<file path="config.mk">
export PLATFORM = sky130hd
export DESIGN_NAME = uart_receiver
export DESIGN_NICKNAME = d
export VERILOG_FILES = /design/src/rtl/uart_pkg.sv /design/src/rtl/uart_rx_sync.sv /design/src/rtl/uart_receiver.sv
export SDC_FILE = /design/constraint.sdc
export NUM_CORES = 1
export LEC_CHECK = 0
export ABC_CLOCK_PERIOD_IN_PS = 2000
export CORE_MARGIN = 5
export CORE_UTILIZATION = 35
export DETAILED_ROUTE_END_ITERATION = 8
export MAX_ROUTING_LAYER = met4
export PLACE_DENSITY_LB_ADDON = 0.1
export SLEW_MARGIN = 20
export SYNTH_ARGS = -nofsm -noshare
export SYNTH_HDL_FRONTEND = slang
export SYNTH_SLANG_ARGS = --single-unit
</file>
<file path="constraint.sdc">
create_clock -name baudclk -period 2 [get_ports baudclk]
set_input_delay 0.2 -clock baudclk [delete_from_list [all_inputs] [get_ports baudclk]]
set_output_delay 0.2 -clock baudclk [all_outputs]
set_load 0.05 [all_outputs]
</file>
<file path="src/rtl/uart_pkg.sv">
// ---------------------------------------------------------------------------
// uart_pkg
// Shared constants for the UART receive path: default oversample ratio,
// data width, idle line level and the receiver state encodings.
// Optional feature macro (used by uart_receiver): UART_RX_FRAME_CHECK_EN
// ---------------------------------------------------------------------------
package uart_pkg;

   localparam int   UART_OVERSAMPLE = 16;
   localparam int   UART_DATA_BITS  = 8;
   localparam logic UART_IDLE_LEVEL = 1'b1;

   localparam logic [2:0] UART_ST_IDLE  = 3'd0;
   localparam logic [2:0] UART_ST_START = 3'd1;
   localparam logic [2:0] UART_ST_DATA  = 3'd2;
   localparam logic [2:0] UART_ST_STOP  = 3'd3;
   localparam logic [2:0] UART_ST_BREAK = 3'd4;

   typedef enum logic [2:0] {
      ST_IDLE  = UART_ST_IDLE,
      ST_START = UART_ST_START,
      ST_DATA  = UART_ST_DATA,
      ST_STOP  = UART_ST_STOP,
      ST_BREAK = UART_ST_BREAK
   } uart_state_t;

endpackage

</file>
<file path="src/rtl/uart_rx_sync.sv">
// ---------------------------------------------------------------------------
// uart_rx_sync
// Two-flop synchronizer bringing the asynchronous serial pin into the
// baudclk domain. Both flops preset to the idle line level so a reset never
// looks like a start edge.
// Ports:
//   baudclk  in  sample clock
//   reset    in  asynchronous, active-low
//   i_rx     in  raw serial line
//   o_rx_s   out synchronized serial line
// ---------------------------------------------------------------------------
module uart_rx_sync
   import uart_pkg::*;
(
   input  logic baudclk,
   input  logic reset,
   input  logic i_rx,
   output logic o_rx_s
);

   logic [1:0] r_sync;

   always_ff @(posedge baudclk or negedge reset) begin
      if (!reset) r_sync <= {2{UART_IDLE_LEVEL}};
      else        r_sync <= {r_sync[0], i_rx};
   end

   assign o_rx_s = r_sync[1];

endmodule

</file>
<file path="src/rtl/uart_receiver.sv">
// ---------------------------------------------------------------------------
// uart_receiver
// 8N1 UART receive path, LSB first, idle high. Oversamples the line at
// OVERSAMPLE x bit rate, samples each bit at its centre and presents the
// recovered byte with a one-cycle strobe.
// Optional feature macro: UART_RX_FRAME_CHECK_EN
//   defined   : a low stop sample raises RX_FERR for one cycle, leaves
//               RX_DATA alone and parks in BREAK until the line goes high.
//   undefined : a low stop sample is accepted as a good stop; RX_FERR = 0.
// Ports:
//   baudclk    in  sample clock, OVERSAMPLE x bit rate
//   reset      in  asynchronous, active-low
//   UART_RX    in  serial line (asynchronous)
//   RX_DATA    out last good byte, held until the next good frame
//   RX_STATUS  out one-cycle strobe, RX_DATA just updated
//   RX_BUSY    out high whenever the receiver is not idle
//   RX_FERR    out one-cycle framing error strobe
// ---------------------------------------------------------------------------
module uart_receiver
   import uart_pkg::*;
#(
   parameter int OVERSAMPLE = UART_OVERSAMPLE,
   parameter int DATA_BITS  = UART_DATA_BITS
) (
   input  logic                 baudclk,
   input  logic                 reset,
   input  logic                 UART_RX,
   output logic [DATA_BITS-1:0] RX_DATA,
   output logic                 RX_STATUS,
   output logic                 RX_BUSY,
   output logic                 RX_FERR
);

   localparam int CW = $clog2(OVERSAMPLE);
   localparam int BW = (DATA_BITS > 1) ? $clog2(DATA_BITS) : 1;

   localparam logic [CW-1:0] CNT_MID  = CW'(OVERSAMPLE/2 - 1);
   localparam logic [CW-1:0] CNT_END  = CW'(OVERSAMPLE - 1);
   localparam logic [BW-1:0] BIT_LAST = BW'(DATA_BITS - 1);

   uart_state_t          r_state;
   logic [CW-1:0]        r_cnt;
   logic [BW-1:0]        r_bitidx;
   logic [DATA_BITS-1:0] r_shift;
   logic [DATA_BITS-1:0] r_data;
   logic                 r_status;
   logic                 w_rx_s;
`ifdef UART_RX_FRAME_CHECK_EN
   logic                 r_ferr;
`endif

   uart_rx_sync u_sync (
      .baudclk (baudclk),
      .reset   (reset),
      .i_rx    (UART_RX),
      .o_rx_s  (w_rx_s)
   );

   always_ff @(posedge baudclk or negedge reset) begin
      if (!reset) begin
         r_state  <= ST_IDLE;
         r_cnt    <= '0;
         r_bitidx <= '0;
         r_shift  <= '0;
         r_data   <= '0;
         r_status <= 1'b0;
`ifdef UART_RX_FRAME_CHECK_EN
         r_ferr   <= 1'b0;
`endif
      end else begin
         r_status <= 1'b0;
`ifdef UART_RX_FRAME_CHECK_EN
         r_ferr   <= 1'b0;
`endif
         case (r_state)
            ST_IDLE: begin
               r_cnt <= '0;
               if (!w_rx_s) r_state <= ST_START;
            end
            // Half a bit in: confirm the start bit, then resync the
            // counter so later samples land on bit centres.
            ST_START: begin
               if (r_cnt == CNT_MID) begin
                  r_cnt    <= '0;
                  r_bitidx <= '0;
                  r_state  <= w_rx_s ? ST_IDLE : ST_DATA;
               end else begin
                  r_cnt <= r_cnt + 1'b1;
               end
            end
            ST_DATA: begin
               r_cnt <= r_cnt + 1'b1;
               if (r_cnt == CNT_END) begin
                  r_shift <= {w_rx_s, r_shift[DATA_BITS-1:1]};
                  if (r_bitidx == BIT_LAST) r_state  <= ST_STOP;
                  else                      r_bitidx <= r_bitidx + 1'b1;
               end
            end
            // Leaving at mid stop bit gives half a bit of slack to catch
            // a back-to-back start edge.
            ST_STOP: begin
               r_cnt <= r_cnt + 1'b1;
               if (r_cnt == CNT_END) begin
`ifdef UART_RX_FRAME_CHECK_EN
                  if (w_rx_s) begin
                     r_data   <= r_shift;
                     r_status <= 1'b1;
                     r_state  <= ST_IDLE;
                  end else begin
                     r_ferr   <= 1'b1;
                     r_state  <= ST_BREAK;
                  end
`else
                  r_data   <= r_shift;
                  r_status <= 1'b1;
                  r_state  <= ST_IDLE;
`endif
               end
            end
`ifdef UART_RX_FRAME_CHECK_EN
            // Line stuck low after a bad stop: wait for it to recover.
            ST_BREAK: begin
               r_cnt <= '0;
               if (w_rx_s) r_state <= ST_IDLE;
            end
`endif
            default: begin
               r_cnt   <= '0;
               r_state <= ST_IDLE;
            end
         endcase
      end
   end

   assign RX_DATA   = r_data;
   assign RX_STATUS = r_status;
   assign RX_BUSY   = (r_state != ST_IDLE);
`ifdef UART_RX_FRAME_CHECK_EN
   assign RX_FERR   = r_ferr;
`else
   assign RX_FERR   = 1'b0;
`endif

endmodule

</file>
; Word-level counts from Yosys, hierarchy flattened
; Index checks and enable logic that the tools add are counted.
[classes]
n_addsub = 2
eq_ne = 12
muxes = 15
reduce_logical = 8
[op_table]
columns = operator, n
row1 = $mux 3, 8
row2 = $ne 2x2->1 const B, 6
row3 = $pmux 3 s4, 1
row4 = $pmux 4 s2, 1
row5 = $eq 3x2->1 const B, 2
row6 = $pmux 3 s2, 1
row7 = $reduce_and 5->1, 1
row8 = $add 4x1->4 const B, 1
row9 = $eq 4x3->1 const B, 1
row10 = $eq 4x4->1 const B, 1
row11 = $mux 4, 1
row12 = $reduce_and 2->1, 2
row13 = $reduce_and 4->1, 1
row14 = $add 3x1->3 const B, 1
row15 = $eq 3x1->1 const B, 1
row16 = $eq 3x3->1 const B, 1
row17 = $logic_not 3->1, 1
row18 = $reduce_bool 3->1, 1
row19 = $mux 1, 2
row20 = $mux 2, 1
row21 = $reduce_bool 2->1, 1
row22 = $reduce_or 2->1, 1
[word_totals]
register_bits = 29
in_bits = 3
out_inout_bits = 11
wordCells = 44

; Logic depth before layout (Yosys ltp)
; Gate-level depths: netlist (run 1).
[logic_depth]
depth_word = 4
mapped_depth = 5
depth_no_buf = 5

; Cells and area by module
; Synthesis (run 1) repeated with hierarchy kept, for this count alone.
[hier_totals]
cells_unflattened = 85
area_unflattened_um2 = 1238.7
[modules_own_cells]
columns = mod, n_inst, cells_per_inst, area_per_inst_um2
row1 = uart_receiver, 1, 83, 1186.1
row2 = uart_rx_sync, 1, 2, 52.6

; Worst setup path after synthesis (run 1)
; Ideal clock, no wire load.
[synth_path]
kind = reg-to-reg
from = register r_cnt[0]
to = register r_shift[0]
setup_time_ps = 125
t_arrival_ps = 1415
required_ps = 1875
path_slack_ps = 460
stages_incl_launch_ff = 6
period_less_slack_ps = 1540
cell_sequence = dfrtp_1 -> ha_1 -> and2_4 -> and4b_1 -> buf_6 -> mux2_4
[synth_between]
elab_chain_len = 2
[synth_rtl]
columns = item, line
row1 = from (decl), uart_receiver.sv:42  ; logic [CW-1:0] r_cnt;
row2 = from (signal assigned), uart_receiver.sv:88  ; r_cnt <= r_cnt + 1'b1;
row3 = from (signal assigned), uart_receiver.sv:92  ; r_cnt <= r_cnt + 1'b1;
row4 = from (signal assigned), uart_receiver.sv:102  ; r_cnt <= r_cnt + 1'b1;
row5 = $eq 4x4->1, uart_receiver.sv:93  ; if (r_cnt == CNT_END) begin
row6 = $reduce_and 2->1 (no source line), -
row7 = to (signal assigned), uart_receiver.sv:94  ; r_shift <= {w_rx_s, r_shift[DATA_BITS-1:1]};
row8 = to (decl), uart_receiver.sv:44  ; logic [DATA_BITS-1:0] r_shift;
; No other way between the ends.
; A chain may end at the register's enable or synchronous reset.

; Final worst setup path (run 1)
[layout_path]
from = register r_state[0]
to = output RX_BUSY
[layout_between]
elab_chain_len = 1
[layout_rtl]
columns = item, line
row1 = from (decl), uart_receiver.sv:41  ; uart_state_t r_state;
row2 = from (signal assigned), uart_receiver.sv:86  ; r_state <= w_rx_s ? ST_IDLE : ST_DATA;
row3 = $reduce_bool 3->1, uart_receiver.sv:137  ; assign RX_BUSY = (r_state != ST_IDLE);
row4 = to (decl), uart_receiver.sv:30  ; output logic RX_BUSY,
; No other way between the ends.

==> results.sh, run 1 <==
export IMPL_clock_tree_buffer_depth=2
export IMPL_critPathMaxFanout=13
export IMPL_clock_latency_ps=270
export IMPL_start_util_pct=35.3
export IMPL_dpl_hpwl_mm=1.28
export IMPL_multi_input_area_um2=510
export IMPL_worstMarginPinSlew_ps=505
export IMPL_rsz0062_at_grt="false"
export IMPL_ir_worst_vdd_v=0.000793
export IMPL_initialDrtViolationCount=26
export IMPL_drive_gt1_share_pct=33.0
export IMPL_drc=0
export IMPL_grt_usage_pct=8.66
export IMPL_syn_nets=91
export IMPL_vias=688
export IMPL_syn_inst=85
export IMPL_worstPathCellList="or2_2, dlygate4sd2_1"
export IMPL_period_share_pct=85.8
export IMPL_r2r_end="r_shift[6]"
export IMPL_gp_congestion=0.748
export IMPL_grt_overflow=0
export IMPL_io_buffers=12
export IMPL_antenna_found_initial=0
export IMPL_period_needed_ps=1720
export IMPL_start_kind="flop"
export IMPL_cpMaxStageDelayCell="dfrtp_1"
export IMPL_fin_area_um2=1480
export IMPL_cts_tree="built"
export IMPL_regToRegSetupSlack_ps=360
export IMPL_htree_levels=1
export IMPL_total_power_mw=1.55
export IMPL_max_freq_ghz=0.583
export IMPL_synth_warnings=0
export IMPL_synth_top_cell_area_share_pct=51.1
export IMPL_ant_nets=0
export IMPL_grt_first_pass_wirelength_mm=3.31
export IMPL_viasPerCell=4.74
export IMPL_nets=104
export IMPL_cts_sinks=28
export IMPL_regArea_um2=703
export IMPL_p_per_area_nw_per_um2=1050
export IMPL_wl_per_cell_um=13.1
export IMPL_clkSlewWorstSetupHoldPaths_ps=100
export IMPL_setup_viol=0
export IMPL_fin_util_pct=41.1
export IMPL_area_delta_synth_final_pct=16.4
export IMPL_worstSetupPathType="reg -> out"
export IMPL_finalClockSkew_ps=9.23
export IMPL_die_h_um=70.3
export IMPL_drv_cap=0
export IMPL_outcome="finished, final reports clean"
export IMPL_syn_avg_cell_area_um2=15.0
export IMPL_ctsHoldBuffers=0
export IMPL_layout_commonest_cell="dfrtp_1"
export IMPL_netlist_area_um2=1270
export IMPL_arrival_ps=1520
export IMPL_max_stage_delay_ps=500
export IMPL_cpLargestDelayFamily="flip-flops"
export IMPL_ff2ff_path_depth=5
export IMPL_fill_cells=335
export IMPL_final_cell_mix="dfrtp_1 (26), mux2_4 (17), clkdlybuf4s50_1 (11)"
export IMPL_power_leakage_nw=0.680
export IMPL_core_um2=3610
export IMPL_totalWireLength_mm=1.90
export IMPL_hold_violations=0
export IMPL_crit_required_ps=1800
export IMPL_grt_pass1_vias=667
export IMPL_yosysUniqueCellTypes=34
export IMPL_critPathBufInv=1
export IMPL_dr_pass1_iters=4
export IMPL_yosys_top_cells_area="dfrtp_1 (51%), mux2_4 (20%), dfstp_2 (4.1%)"
export IMPL_r2r_start="r_cnt[0]"
export IMPL_finalSetupTns_ps=0
export IMPL_grt_max_degree=29
export IMPL_cts_buffers=3
export IMPL_io_pins=14
export IMPL_yosysTopAreaCell="dfrtp_1"
export IMPL_drv_slew=0
export IMPL_ctsRootBufferMaster="clkbuf_8"
export IMPL_slew_headroom_pct=66.2
export IMPL_synth_seq_cells=28
export IMPL_dieArea_um2=4950
export IMPL_holdCritPathClass="in -> async"
export IMPL_yosysSeqAreaShare_pct=55.2
export IMPL_rows=22
export IMPL_place_inst=141
export IMPL_fin_cells=145
export IMPL_diodes=0
export IMPL_endpoint_kind="output pin"
export IMPL_die_x_um=70.3
export IMPL_placed_area_um2=1410
-- logic make-up (layout without fill, tap and decap cells) --
logic type,Yosys count,in the layout,share of synthesized area (%)
flops,28,28,55.2
simple gates,19,19,10.4
mux,18,18,20.9
compound gates,7,7,4.13
buf+inv,7,19,4.71
xor+xnor,2,2,1.38
other cells,1,1,0.294
fa+ha+maj,3,3,2.95
-- timing repair --
| item | CTS | global route |
|---|---|---|
| setup endpoints to repair | 1 | 0 |
| gates resized for setup | 1 | 0 |
| setup buffers | 0 | 0 |
-- per-layer routing --
metal	track usage (%)	wire length, um	vias to the layer above
met3	3.02	72	2
met4	3.19	24	0
met5	-	0	-
met2	12.4	860	12
li1	-	-	321
met1	11.3	941	353
-- sequential cells by signal, indices dropped and copies added (netlist names) --
register / cells
RX_DATA: 8
r_shift: 8
r_cnt: 4
r_bitidx: 3
r_state: 2
u_sync.r_sync: 2
RX_STATUS: 1
-- how the worst max path moves through the flow --
stage,endpoint,slack (ps),depth (start not counted),start
5_1_grt,RX_BUSY,220,2,r_state[0]
3_5_place_dp,RX_BUSY,300,2,r_state[0]
6_report,RX_BUSY,280,2,r_state[0]
2_1_floorplan,r_shift[0],460,5,r_cnt[0]
4_1_cts,RX_BUSY,270,2,r_state[0]
3_3_place_gp,RX_BUSY,310,2,r_state[0]
-- report_power, final --
group | total, mW | internal (mW) | switching (mW)
registers | 0.766 | 0.652 | 0.114
logic | 0.344 | 0.176 | 0.167
clock network | 0.444 | 0.268 | 0.176
-- layout make-up --
type	count	area share, %
inverter	1	0.253
clock inverter	1	2.03
timing repair buffer	14	9.03
multi-input combinational	50	34.4
tap	48	4.05
sequential	28	47.4
clock buffer	3	2.78
-- metrics by stage --
| step | setup WS [ps] | hold slack [ps] |
|---|---|---|
| after floorplan | 460 | -95.6 |
| after global placement | 306 | 345 |
| after detailed placement | 299 | 347 |
| after CTS | 271 | 301 |
| after global routing | 217 | 308 |
| final | 285 | 294 |
-- cell usage after synthesis --
master / instances
dfrtp_1: 26
mux2_4: 17
ha_1: 3
nor2b_1: 3
a31oi_1: 2
buf_2: 2
buf_4: 2
dfstp_2: 2
nor2_1: 2
xor2_1: 2
a21oi_1: 1
a221o_1: 1
a22o_1: 1
and2_1: 1
and2_2: 1
and2_4: 1
and3b_1: 1
and4_4: 1
and4b_1: 1
and4bb_2: 1
buf_12: 1
buf_6: 1
conb_1: 1
inv_1: 1
mux2_2: 1
nand2_1: 1
nand3_1: 1
nand3b_1: 1
nand4_1: 1
nor3_1: 1
nor3b_1: 1
o21ai_2: 1
o21bai_1: 1
or2_2: 1
Power figures use the tool's default switching activity.
==> run 2: changes to the inputs <==
--- a/config.mk
+++ b/config.mk
@@ -6,6 +6,8 @@
 export NUM_CORES = 1
 export LEC_CHECK = 0
 export ABC_CLOCK_PERIOD_IN_PS = 2000
+export CAP_MARGIN = 30
+export CORE_ASPECT_RATIO = 1.4
 export CORE_MARGIN = 5
 export CORE_UTILIZATION = 35
 export DETAILED_ROUTE_END_ITERATION = 8
==> run 2 against run 1 <==
  * Final area is 0.34% higher
  * First-iteration DRC count down 15%
  * Fmax fell by 8.7%
  * Clock skew decreased by 3.4 ps
  * Global-route usage is 0.87 points higher
  * Total power decreased by 3.6%
  * Sequential share of layout area is 0.16 points lower
  * Count of clock-buffer cells in the layout increased by 1
  * Critical path depth unchanged
  * Die area up 0.35%
  * Final cell count shrank 2.8%
==> results.sh, run 2 (synthesized netlist as in run 1, its figures left out) <==
export IMPL_outcome="finished, final reports clean"
export IMPL_dr_pass1_iters=2
export IMPL_period_share_pct=93.9
export IMPL_nets=106
export IMPL_fin_area_um2=1490
export IMPL_combPwrFrac_pct=28.1
export IMPL_drv_cap=0
export IMPL_final_cell_mix="dfrtp_1 (26), mux2_4 (17), clkdlybuf4s50_1 (12)"
export IMPL_finalSetupTns_ps=0
export IMPL_rsz0062_at_grt="false"
export IMPL_rows=26
export IMPL_io_pins=14
export IMPL_area_delta_synth_final_pct=16.8
export IMPL_io_buffers=12
export IMPL_viasPerCell=4.88
export IMPL_grt_pass1_vias=730
export IMPL_p_switching_mw=0.464
export IMPL_totalWireLength_mm=1.94
export IMPL_max_freq_ghz=0.532
export IMPL_fin_util_pct=41.6
export IMPL_post_cts_buffers=0
export IMPL_diodes=0
export IMPL_worstPathCellList="or2_2, clkdlybuf4s50_1"
export IMPL_hold_violations=0
export IMPL_grt_overflow=0
export IMPL_drv_slew=0
export IMPL_cts_sinks=28
export IMPL_ctsResizeCount=0
export IMPL_ctsHoldBuffers=0
export IMPL_holdCritPathClass="in -> async"
export IMPL_grt_max_degree=19
export IMPL_ir_worst_vdd_v=0.000626
export IMPL_gp_congestion=0.754
export IMPL_max_stage_delay_ps=710
export IMPL_pwr_share_seq_pct=48.8
export IMPL_wl_per_cell_um=13.8
export IMPL_arrival_ps=1680
export IMPL_setup_viol=0
export IMPL_placed_area_um2=1430
export IMPL_start_kind="flop"
export IMPL_p_per_area_nw_per_um2=1010
export IMPL_cpLargestDelayFamily="buffers and inverters"
export IMPL_dieArea_um2=4960
export IMPL_cts_buffers=3
export IMPL_ant_nets=0
export IMPL_die_h_um=81.4
export IMPL_clock_latency_ps=270
export IMPL_slew_headroom_pct=63.1
export IMPL_cts_tree="built"
export IMPL_period_needed_ps=1880
export IMPL_initialDrtViolationCount=22
export IMPL_worstSetupPathType="reg -> out"
export IMPL_layout_commonest_cell="dfrtp_1"
export IMPL_grt_first_pass_wirelength_mm=3.39
export IMPL_internal_power_mw=1.03
export IMPL_drc=0
export IMPL_grt_usage_pct=9.53
export IMPL_worstMarginPinSlew_ps=552
export IMPL_clock_tree_buffer_depth=2
export IMPL_cpMaxStageDelayCell="clkdlybuf4s50_1"
export IMPL_start_util_pct=35.6
export IMPL_drive_gt1_share_pct=34.3
export IMPL_die_x_um=61.0
export IMPL_antenna_found_initial=0
export IMPL_vias=688
export IMPL_critPathMaxFanout=2
export IMPL_clkPwrFrac_pct=23.1
export IMPL_crit_required_ps=1800
export IMPL_clkSlewWorstSetupHoldPaths_ps=100
export IMPL_switching_share_pct=31.0
export IMPL_finalClockSkew_ps=5.83
export IMPL_total_power_mw=1.50
export IMPL_core_um2=3580
export IMPL_htree_levels=1
export IMPL_endpoint_kind="output pin"
export IMPL_power_leakage_nw=0.688
export IMPL_ctsRootBufferMaster="clkbuf_8"
export IMPL_dpl_hpwl_mm=1.43
export IMPL_critPathBufInv=1
-- run 2: changes by cell type in the layout (fill, tap and decap cells not counted) --
cell             delta
buf_12              +1
dlygate4sd2_1       -1
bufinv_16           -1
buf_4               +1
clkdlybuf4s50_1     +1
clkbuf_8            +1
-- run 2: per-layer routing --
metal	wire, um	track usage (%)	vias to the layer above	share of wire, %
li1	-	-	322	-
met1	874	11.1	352	45
met2	972	15.4	10	50
met3	70	1.91	4	3.6
met4	26	4.56	0	1.3
met5	0	-	-	0
-- run 2: power by group through the flow --
stage	clock network (mW)	registers [mW]	logic (mW)
floorplan	0	0.723	0.349
CTS	0.362	0.729	0.426
global route	0.394	0.745	0.466
global placement	0	0.736	0.420
detailed placement	0	0.740	0.421
finish	0.346	0.731	0.421
-- run 2: area by class of cell --
cell class              instances  area, um^2
inverters                       1        3.75
multi-input cells              50         510
flip-flops and latches         28         703
well taps                      42        52.6
fillers                       343        2090
repair buffers                 16         163
clock buffers                   4        55.1
-- run 2: final timing paths --
check | cells after the start | start | slack [ps] | endpoint
setup / recovery | 2 | r_state[1] | 120 | RX_BUSY
hold / removal | 1 | reset | 280 | r_cnt[2]
setup reg to reg | 5 | r_cnt[0] | 360 | r_shift[2]
hold reg to reg | 0 | u_sync.r_sync[0] | 360 | u_sync.r_sync[1]
max in group asynchronous | 2 | reset | 1240 | r_shift[4]
min in group baudclk | 1 | UART_RX | 330 | u_sync.r_sync[0]
-- run 2: worst register-to-register path, stage by stage (launching register included) --
cell and delay [ps]:
dfrtp_1 410, ha_1 260, and2_4 200, and4b_1 180, buf_4 180, mux2_4 310
-- run 2: stage by stage --
step	hold WS (ps)	setup slack, ps	instances
after floorplan	-95.6	460	85
after global placement	347	393	137
after detailed placement	350	371	137
after CTS	304	104	141
after global routing	314	73.0	141
final	279	121	141
==> run 3: changes to the inputs <==
--- a/config.mk
+++ b/config.mk
@@ -5,6 +5,7 @@
 export SDC_FILE = /design/constraint.sdc
 export NUM_CORES = 1
 export LEC_CHECK = 0
+export ABC_AREA = 0
 export ABC_CLOCK_PERIOD_IN_PS = 2000
 export CAP_MARGIN = 30
 export CORE_ASPECT_RATIO = 1.4
==> results of run 3 <==
No change in the layout: final DEF, timing and power equal those of run 2.
